## src/rtl/ram_burst_master_if.sv

```systemverilog
// Command, write-stream, read-stream and RAM-port signals of the burst master.
// The master modport is the burst master's own view; slave is the CPU/RAM side.
interface ram_burst_master_if #(
    parameter int ADDR_WIDTH = 32,
    parameter int DATA_WIDTH = 32,
    parameter int LEN_WIDTH  = 5
);
    logic                  cmd_valid;
    logic                  cmd_ready;
    logic                  cmd_write;
    logic [ADDR_WIDTH-1:0] cmd_addr;
    logic [LEN_WIDTH-1:0]  cmd_len;
    logic                  wr_valid;
    logic                  wr_ready;
    logic [DATA_WIDTH-1:0] wr_data;
    logic                  rd_valid;
    logic                  rd_ready;
    logic [DATA_WIDTH-1:0] rd_data;
    logic                  done;
    logic                  ram_rw;
    logic [ADDR_WIDTH-1:0] ram_address;
    logic [DATA_WIDTH-1:0] ram_data_input;
    logic [DATA_WIDTH-1:0] ram_data_output;

    modport master (
        input  cmd_valid, cmd_write, cmd_addr, cmd_len,
        input  wr_valid, wr_data, rd_ready, ram_data_output,
        output cmd_ready, wr_ready, rd_valid, rd_data, done,
        output ram_rw, ram_address, ram_data_input
    );

    modport slave (
        output cmd_valid, cmd_write, cmd_addr, cmd_len,
        output wr_valid, wr_data, rd_ready, ram_data_output,
        input  cmd_ready, wr_ready, rd_valid, rd_data, done,
        input  ram_rw, ram_address, ram_data_input
    );
endinterface

```

## src/rtl/ram_burst_master.sv

```systemverilog
// Burst initiator for the 16x32 word RAM: turns one burst command into a run of
// single-word RAM accesses at incrementing word addresses.
module ram_burst_master #(
    parameter int ADDR_WIDTH = 32,
    parameter int DATA_WIDTH = 32,
    parameter int LEN_WIDTH  = 5
) (
    input  logic               clk,
    input  logic               rst_n,
    ram_burst_master_if.master bus
);
    typedef enum logic [2:0] {IDLE, WR_BEAT, RD_ISSUE, RD_WAIT, RD_HOLD, DONE} state_t;

    localparam logic [LEN_WIDTH-1:0]  MAX_LEN  = LEN_WIDTH'(16);
    localparam logic [LEN_WIDTH-1:0]  LEN_ONE  = LEN_WIDTH'(1);
    localparam logic [ADDR_WIDTH-1:0] ADDR_ONE = ADDR_WIDTH'(1);

    state_t                state_q, state_d;
    logic [ADDR_WIDTH-1:0] addr_q, addr_d;
    logic [LEN_WIDTH-1:0]  len_q, len_d;
    logic [LEN_WIDTH-1:0]  count_q, count_d;
    logic                  ram_rw_q, ram_rw_d;
    logic [ADDR_WIDTH-1:0] ram_address_q, ram_address_d;
    logic [DATA_WIDTH-1:0] ram_data_input_q, ram_data_input_d;
    logic                  rd_valid_q, rd_valid_d;
    logic [DATA_WIDTH-1:0] rd_data_q, rd_data_d;
    logic                  done_q, done_d;
    logic                  last_beat;

    assign last_beat = ((count_q + LEN_ONE) == len_q);

    always_comb begin
        state_d          = state_q;
        addr_d           = addr_q;
        len_d            = len_q;
        count_d          = count_q;
        ram_rw_d         = 1'b0;
        ram_address_d    = ram_address_q;
        ram_data_input_d = ram_data_input_q;
        rd_valid_d       = rd_valid_q;
        rd_data_d        = rd_data_q;
        // done is registered off the DONE state so it lands after the final RAM write cycle
        done_d           = (state_q == DONE);

        case (state_q)
            IDLE: begin
                if (bus.cmd_valid) begin
                    addr_d  = bus.cmd_addr;
                    len_d   = (bus.cmd_len > MAX_LEN) ? MAX_LEN : bus.cmd_len;
                    count_d = '0;
                    if (bus.cmd_len == '0) begin
                        state_d = DONE;
                    end else if (bus.cmd_write) begin
                        state_d = WR_BEAT;
                    end else begin
                        state_d = RD_ISSUE;
                    end
                end
            end
            WR_BEAT: begin
                if (bus.wr_valid) begin
                    ram_rw_d         = 1'b1;
                    ram_address_d    = addr_q;
                    ram_data_input_d = bus.wr_data;
                    addr_d           = addr_q + ADDR_ONE;
                    count_d          = count_q + LEN_ONE;
                    if (last_beat) begin
                        state_d = DONE;
                    end
                end
            end
            RD_ISSUE: begin
                ram_address_d = addr_q;
                state_d       = RD_WAIT;
            end
            RD_WAIT: begin
                rd_data_d  = bus.ram_data_output;
                rd_valid_d = 1'b1;
                state_d    = RD_HOLD;
            end
            RD_HOLD: begin
                if (bus.rd_ready) begin
                    rd_valid_d = 1'b0;
                    addr_d     = addr_q + ADDR_ONE;
                    count_d    = count_q + LEN_ONE;
                    state_d    = last_beat ? DONE : RD_ISSUE;
                end
            end
            DONE: begin
                state_d = IDLE;
            end
            default: begin
                state_d = IDLE;
            end
        endcase
    end

    always_ff @(posedge clk) begin
        if (!rst_n) begin
            state_q          <= IDLE;
            addr_q           <= '0;
            len_q            <= '0;
            count_q          <= '0;
            ram_rw_q         <= 1'b0;
            ram_address_q    <= '0;
            ram_data_input_q <= '0;
            rd_valid_q       <= 1'b0;
            rd_data_q        <= '0;
            done_q           <= 1'b0;
        end else begin
            state_q          <= state_d;
            addr_q           <= addr_d;
            len_q            <= len_d;
            count_q          <= count_d;
            ram_rw_q         <= ram_rw_d;
            ram_address_q    <= ram_address_d;
            ram_data_input_q <= ram_data_input_d;
            rd_valid_q       <= rd_valid_d;
            rd_data_q        <= rd_data_d;
            done_q           <= done_d;
        end
    end

    assign bus.cmd_ready      = (state_q == IDLE);
    assign bus.wr_ready       = (state_q == WR_BEAT);
    assign bus.rd_valid       = rd_valid_q;
    assign bus.rd_data        = rd_data_q;
    assign bus.done           = done_q;
    assign bus.ram_rw         = ram_rw_q;
    assign bus.ram_address    = ram_address_q;
    assign bus.ram_data_input = ram_data_input_q;
endmodule
```

## src/flat_wrapper.sv

```systemverilog
// flat-port wrapper written by rule: the top's interface ports become plain ports
module ram_burst_master_flat 
#(
    parameter int ADDR_WIDTH = 32,
    parameter int DATA_WIDTH = 32,
    parameter int LEN_WIDTH  = 5
)
  (clk, rst_n, bus_cmd_valid, bus_cmd_write, bus_cmd_addr, bus_cmd_len, bus_wr_valid, bus_wr_data, bus_rd_ready, bus_ram_data_output, bus_cmd_ready, bus_wr_ready, bus_rd_valid, bus_rd_data, bus_done, bus_ram_rw, bus_ram_address, bus_ram_data_input);
  ram_burst_master_if #(.ADDR_WIDTH(ADDR_WIDTH), .DATA_WIDTH(DATA_WIDTH), .LEN_WIDTH(LEN_WIDTH)) bus_i ();
  input  logic clk;
  input  logic rst_n;
  input wire logic [$bits(bus_i.cmd_valid)-1:0] bus_cmd_valid;
  input wire logic [$bits(bus_i.cmd_write)-1:0] bus_cmd_write;
  input wire logic [$bits(bus_i.cmd_addr)-1:0] bus_cmd_addr;
  input wire logic [$bits(bus_i.cmd_len)-1:0] bus_cmd_len;
  input wire logic [$bits(bus_i.wr_valid)-1:0] bus_wr_valid;
  input wire logic [$bits(bus_i.wr_data)-1:0] bus_wr_data;
  input wire logic [$bits(bus_i.rd_ready)-1:0] bus_rd_ready;
  input wire logic [$bits(bus_i.ram_data_output)-1:0] bus_ram_data_output;
  output wire logic [$bits(bus_i.cmd_ready)-1:0] bus_cmd_ready;
  output wire logic [$bits(bus_i.wr_ready)-1:0] bus_wr_ready;
  output wire logic [$bits(bus_i.rd_valid)-1:0] bus_rd_valid;
  output wire logic [$bits(bus_i.rd_data)-1:0] bus_rd_data;
  output wire logic [$bits(bus_i.done)-1:0] bus_done;
  output wire logic [$bits(bus_i.ram_rw)-1:0] bus_ram_rw;
  output wire logic [$bits(bus_i.ram_address)-1:0] bus_ram_address;
  output wire logic [$bits(bus_i.ram_data_input)-1:0] bus_ram_data_input;
  assign bus_i.cmd_valid = bus_cmd_valid;
  assign bus_i.cmd_write = bus_cmd_write;
  assign bus_i.cmd_addr = bus_cmd_addr;
  assign bus_i.cmd_len = bus_cmd_len;
  assign bus_i.wr_valid = bus_wr_valid;
  assign bus_i.wr_data = bus_wr_data;
  assign bus_i.rd_ready = bus_rd_ready;
  assign bus_i.ram_data_output = bus_ram_data_output;
  assign bus_cmd_ready = bus_i.cmd_ready;
  assign bus_wr_ready = bus_i.wr_ready;
  assign bus_rd_valid = bus_i.rd_valid;
  assign bus_rd_data = bus_i.rd_data;
  assign bus_done = bus_i.done;
  assign bus_ram_rw = bus_i.ram_rw;
  assign bus_ram_address = bus_i.ram_address;
  assign bus_ram_data_input = bus_i.ram_data_input;
  ram_burst_master #(.ADDR_WIDTH(ADDR_WIDTH), .DATA_WIDTH(DATA_WIDTH), .LEN_WIDTH(LEN_WIDTH)) u_core (.clk(clk), .rst_n(rst_n), .bus(bus_i));
endmodule
```

## config.mk

```make
export PLATFORM = sky130hd
export DESIGN_NAME = ram_burst_master_flat
export DESIGN_NICKNAME = d
export VERILOG_FILES = /design/src/rtl/ram_burst_master_if.sv /design/src/rtl/ram_burst_master.sv /design/src/flat_wrapper.sv
export SDC_FILE = /design/constraint.sdc
export NUM_CORES = 1
export LEC_CHECK = 0
export ABC_AREA = 1
export ABC_CLOCK_PERIOD_IN_PS = 4450
export BUFFER_PORTS_ARGS = -buffer_cell sky130_fd_sc_hd__buf_2
export CAP_MARGIN = 20
export CORE_ASPECT_RATIO = 0.75
export CORE_UTILIZATION = 55
export DETAILED_ROUTE_END_ITERATION = 10
export HOLD_SLACK_MARGIN = 0.05
export PLACE_DENSITY_LB_ADDON = 0.12
export SLEW_MARGIN = 20
export SYNTH_ARGS = -nofsm -noshare
export SYNTH_HDL_FRONTEND = slang
export SYNTH_SLANG_ARGS = --single-unit
```

## constraint.sdc

```tcl
create_clock -name clk -period 4.45 [get_ports clk]
set_clock_uncertainty 0.15 [all_clocks]
set_input_delay 0.2225 -clock clk [delete_from_list [all_inputs] [get_ports clk]]
set_output_delay 0.2225 -clock clk [all_outputs]
set_load 0.05 [all_outputs]
```

== After elaboration in Yosys (flattened, before gate mapping) ==
Index checks and enable logic that the tools add are counted.
Operators by class
  add/sub/neg operators: 2
  reduce and logical (&&, ||, !) cells: 12
  equal/unequal tests: 10
  order comparisons: 1
  mux-type cells: 22
Operators by type and width (number)
  32-bit two-way mux: 4
  32-bit one-hot mux with 3 select lines: 1
  32-bit one-hot mux with 2 select lines: 1
  32-bit by 1-bit adder with 32-bit output (second input constant): 1
  5-bit two-way mux: 4
  3-bit two-way mux: 6
  3-bit one-hot mux with 5 select lines: 1
  5-bit one-hot mux with 3 select lines: 1
  2-bit AND reduction: 5
  4-bit AND reduction: 2
  3-bit by 2-bit == test with 1-bit output (second input constant): 2
  3-bit == test (second input constant): 2
  2-bit inequality test (second input constant): 3
  5-bit by 1-bit adder with 5-bit output (second input constant): 1
  5-bit == test: 1
  5-bit > comparator (second input constant): 1
  5-bit logical NOT: 1
  2-bit nonzero test: 2
  3-bit by 1-bit == test with 1-bit output (second input constant): 1
  3-bit logical NOT: 1
  3-bit nonzero test: 1
  1-bit two-way mux: 2
  2-bit two-way mux: 1
  2-bit by 1-bit inequality test with 1-bit output (second input constant): 1
  1-bit one-hot mux with 2 select lines: 1
Storage, ports and cells
  output and inout bits: 101
  register bits after elaboration: 144
  input bits: 107

== Logic depth before layout (Yosys ltp) ==
  depth in word-level cells: 5
  mapped depth: 12
  depth with buffers taken out: 12

== Least setup slack after synthesis ==
No wires, ideal clock.
  path kind: flip-flop to flip-flop
  start point: register u_core.state_q[0]
  end point: register u_core.addr_q[12]
  setup slack: 2655 ps
  arrival: 1515 ps
  cell stages (with the launch flop): 11
  path through: dfxtp_1 -> inv_2 -> nand2_2 -> nor2_4 -> nand2_2 -> nand2_2 -> nor2_4 -> buf_6 -> buf_6 -> a21oi_1 -> nor3_2
Between the ends
  word-level cells in the longest chain between the ends: 3
  elaborated cells on any way between the ends: 9
  those cells by class: eq/ne: 5; mux: 1; reduce/logical: 3
RTL lines
  from (decl): RTL line ram_burst_master.sv:18  | state_t state_q, state_d;
  from (signal assigned): RTL line ram_burst_master.sv:111  | state_q <= state_d;
  3-bit logical NOT (*)
  named net bus_cmd_ready: RTL line flat_wrapper.sv:20  | output wire logic [$bits(bus_i.cmd_ready)-1:0] bus_cmd_ready;
  2-bit inequality test (no source line) / 3-bit nonzero test (equally long branches)
  4-bit AND reduction (no source line)
  to (signal assigned): RTL line ram_burst_master.sv:112  | addr_q <= addr_d;
  to (decl): RTL line ram_burst_master.sv:19  | logic [ADDR_WIDTH-1:0] addr_q, addr_d;
The timed path passes the listed nets; every way through them passes the cells marked *.
A chain may end at the register's enable or synchronous reset.

== Worst setup path in the final report ==
  start point: register u_core.state_q[0]
  end point: register u_core.ram_address_q[10], in the netlist u_core.bus.ram_address[10]
Between the ends
  word-level cells in the longest chain between the ends: 3
  elaborated cells on any way between the ends: 6
  those cells by class: eq/ne: 3; mux: 1; reduce/logical: 2
RTL lines
  3-bit by 1-bit == test with 1-bit output / 3-bit by 2-bit == test with 1-bit output (equally long branches): RTL line ram_burst_master.sv:45  | case (state_q)
  2-bit inequality test (no source line) / 2-bit nonzero test (equally long branches)
  2-bit AND reduction (no source line)
  to (signal assigned): RTL line ram_burst_master.sv:116  | ram_address_q <= ram_address_d;
  to (decl): RTL line ram_burst_master.sv:23  | logic [ADDR_WIDTH-1:0] ram_address_q, ram_address_d;
Several ways; a longest one is shown, not always the timed one.

==> flow_metrics.py <==
metrics = {
    "timing": {
        "hold_viol_final": 0,
        "setup_tns_ps": 0,
        "setup_viol": 0,
        "slew_headroom_pct": 34.6,
        "fmax_mhz": 399,
        "min_period_ps": 2500,
        "final.period_utilization_pct": 56.3,
        "drv_slew": 0,
        "rsz0062_at_grt": "false",
        "worst_pin_slew_ps": 981,
        "setup_ws_ps": 1950,
    },
    "detailed_routing": {
        "firstDrtPassIters": 5,
        "wl_met3_um": 1280,
        "viasPerCell": 5.27,
        "drc": 0,
        "wl_met2_um": 8940,
        "first_iter_violations": 626,
        "via_count": 7156,
        "final_antenna_net_count": 0,
        "avgRoutedWirePerCell_um": 14.3,
        "highest_layer": "met4",
        "drt-met1-wl_um": 8670,
        "wirelength_um": 19400,
    },
    "floorplan": {
        "initial_core_util_pct": 56.6,
        "dieArea_mm2": 0.0124,
        "die_w_um": 128,
        "die_h_um": 96.7,
        "core_mm2": 0.0116,
        "placement_rows": 34,
        "pin_count": 208,
    },
    "clock_tree": {
        "clkTransAtPathRegs_ps": 70,
        "cts_max_level": 4,
        "post_cts_buffers": 0,
        "clk_latency_ps": 420,
        "cts_hold_buffers": 87,
        "root_buffer": "clkbuf_16",
        "cts_tree": "done",
        "cts_sinks": 144,
        "ctsResizeCount": 0,
        "clockBufferDepth": 2,
        "cts-buffers-inserted": 17,
    },
    "setup_path": {
        "crit_path_start_kind": "flop",
        "r2r_cells": 8,
        "cpMaxStageDelayCell": "inv_2",
        "r2r_start": "u_core.state_q[0]",
        "slowest_delay_ps": 620,
        "criticalPathCategory": "reg -> reg",
        "cp.required_ps": 4650,
        "endpoint_kind": "flop",
        "worst_r2r_endpoint": "u_core.bus.ram_address[10]",
        "crit_path_cell_trace": "inv_2, nor2_4, nand2_4, nor2_4, nor2_4, inv_2, o21ai_0, a21oi_1",
        "arrival_ps": 2700,
        "r2r_slack_ps": 1950,
        "crit_top_cell": "nor2_4",
        "crit_fanout": 56,
    },
    "placement": {
        "dpl_worst_slack_ps": 1950,
        "hpwl_um": 11800,
        "place_congestion": 0.919,
        "place.port_buffers": 207,
    },
    "global_routing": {
        "overflow": 0,
        "antenna_found_initial": 0,
        "grt_usage_pct": 31.6,
        "grt_pass1_vias": 6608,
        "grt_max_degree": 59,
        "grt_pass1_wl_um": 31600,
    },
    "power": {
        "p_switching_mw": 2.79,
        "max-vdd-ir-drop_uv": 475,
        "pwr-share-comb_pct": 43.3,
        "switching_share_pct": 46.4,
        "share_seq_of_total_power_pct": 32.3,
        "power_density_mw_per_mm2": 662,
        "intPower_mw": 3.22,
        "leakage_nw": 4.05,
        "p_clk_share_pct": 24.4,
    },
    "yosys": {
        "ys_seq_elements": 144,
        "yosysMostFrequentCell": "nor2_1",
        "synth_edf_count": 0,
        "synth_top_area_share_pct": 43.8,
        "yosysTopAreaCell": "dfxtp_1",
        "netlist_top_cells_count": "nor2_1 (198), dfxtp_1 (144), nand2_1 (123), o21ai_0 (123), a21oi_1 (67)",
        "yosysSeqAreaShare_pct": 43.8,
        "yosys_warnings": 0,
        "synth-main-ff-cell": "dfxtp_1",
        "mappedNetlistNets": 1022,
        "yosysUniqueCellTypes": 41,
        "synthArstFlopShare_pct": 0,
        "syn_area_mm2": 0.00658,
        "synthTopCellsByArea": "dfxtp_1 (44%), nor2_1 (11%), o21ai_0 (9.4%)",
        "postSynthCellCount": 913,
        "avgSynthCellArea_um2": 7.20,
    },
    "hold_path": {
        "min_to": "u_core.addr_q[13]",
        "hp-start": "bus_cmd_addr[13]",
        "holdPathStages": 5,
        "hp-class": "in -> reg",
    },
    "final_layout": {
        "num_antenna_cells": 0,
        "area_delta_synth_final_pct": 38.1,
        "multiInputGateArea_mm2": 0.00319,
        "fin_nets": 1293,
        "fill_cells": 835,
        "drive_above_1_share_pct": 25.7,
        "register_area_mm2": 0.00288,
    },
    "flow_run": {
        "drv_cap": 0,
    },
    "run_status": {
        "status": "finished, final reports clean",
    },
}
[worst max-delay path by stage]
stage                      startpoint                    endpoint  slack [ps]
CTS                 u_core.state_q[0]  u_core.bus.ram_address[14]        1950
detailed placement  u_core.state_q[0]  u_core.bus.ram_address[16]        1950
floorplan           u_core.state_q[0]           u_core.addr_q[12]        2660
global placement    u_core.state_q[0]  u_core.bus.ram_address[11]        2040
finish              u_core.state_q[0]  u_core.bus.ram_address[10]        1950
global route        u_core.state_q[0]   u_core.bus.ram_address[2]        1630
[placed cells by master, fill, tap and decap left out, types with 6 or more instances in the layout]
master / count
dfxtp_1: 144
nand2_2: 13
nand2_1: 123
nor2_4: 13
nor3_1: 12
dlygate4sd3_1: 87
inv_2: 12
buf_2: 207
nor2_1: 198
inv_1: 57
a21oi_1: 67
nand4_1: 12
o21ai_1: 6
o21ai_0: 123
clkbuf_16: 17
nand3_1: 33
[flip-flops by register name, summed over array words and instances, names as in the netlist]
register / cells
u_core.state_q: 3
u_core.bus.ram_data_input: 32
u_core.bus.ram_rw: 1
u_core.bus.done: 1
u_core.bus.rd_valid: 1
u_core.bus.ram_address: 32
u_core.count_q: 5
u_core.len_q: 5
u_core.bus.rd_data: 32
u_core.addr_q: 32
[power by group through the flow]
stage / combinational (mW) / clock [mW] / sequential (mW)
after floorplan: 1.27 / 0 / 2.69
after global placement: 2.48 / 0 / 1.95
after detailed placement: 2.50 / 0 / 1.95
after CTS: 2.58 / 1.47 / 1.93
after global routing: 2.82 / 1.52 / 1.99
final: 2.60 / 1.47 / 1.94
[routing by layer]
| layer | global-route usage (%) | vias up |
|---|---|---|
| met2 | 50.6 | 299 |
| met5 | 0 | - |
| met1 | 41.3 | 3262 |
| li1 | - | 3543 |
| met4 | 14.2 | 0 |
| met3 | 6.03 | 52 |
[final cells by class]
class	instances	share of cell area [%]
Timing Repair Buffer	299	21.4
Clock inverter	12	1.63
Clock buffer	20	5.03
Tap cell	162	2.23
Inverter	69	2.85
Sequential cell	144	31.7
Multi-Input combinational cell	653	35.1
[logic make-up (layout without fill, tap and decap cells)]
| logic type | count (synthesis) | in the layout | share of synthesized area [%] |
|---|---|---|---|
| AND/OR/NAND/NOR | 426 | 426 | 29.1 |
| AO/OA/AOI/OAI | 224 | 224 | 18.9 |
| flip-flops | 144 | 144 | 43.8 |
| buffers and inverters | 116 | 400 | 7.65 |
| adder cells (fa/ha/maj) | 2 | 2 | 0.380 |
| XOR/XNOR | 1 | 1 | 0.133 |
[worst max-delay path, delay by kind of cell (launching register included)]
| family | cells | cell delay, ps |
|---|---|---|
| buffers and inverters | 2 | 700 |
| DFF | 1 | 340 |
| AOI/OAI and AO/OA | 2 | 330 |
| and+or+nand+nor | 4 | 890 |
[metrics by stage]
stage	power, mW	hold slack [ps]	area, µm²	instances	utilization [%]
6_report	6.01	49.5	9080	1359	78.2
5_1_grt	6.34	73.8	9080	1359	78.2
4_1_cts	5.99	51.7	9080	1359	78.2
3_5_place_dp	4.45	301	7610	1240	65.5
3_3_place_gp	4.43	292	7610	1240	65.5
2_1_floorplan	3.96	207	6580	913	-
Power figures use the tool's default switching activity.
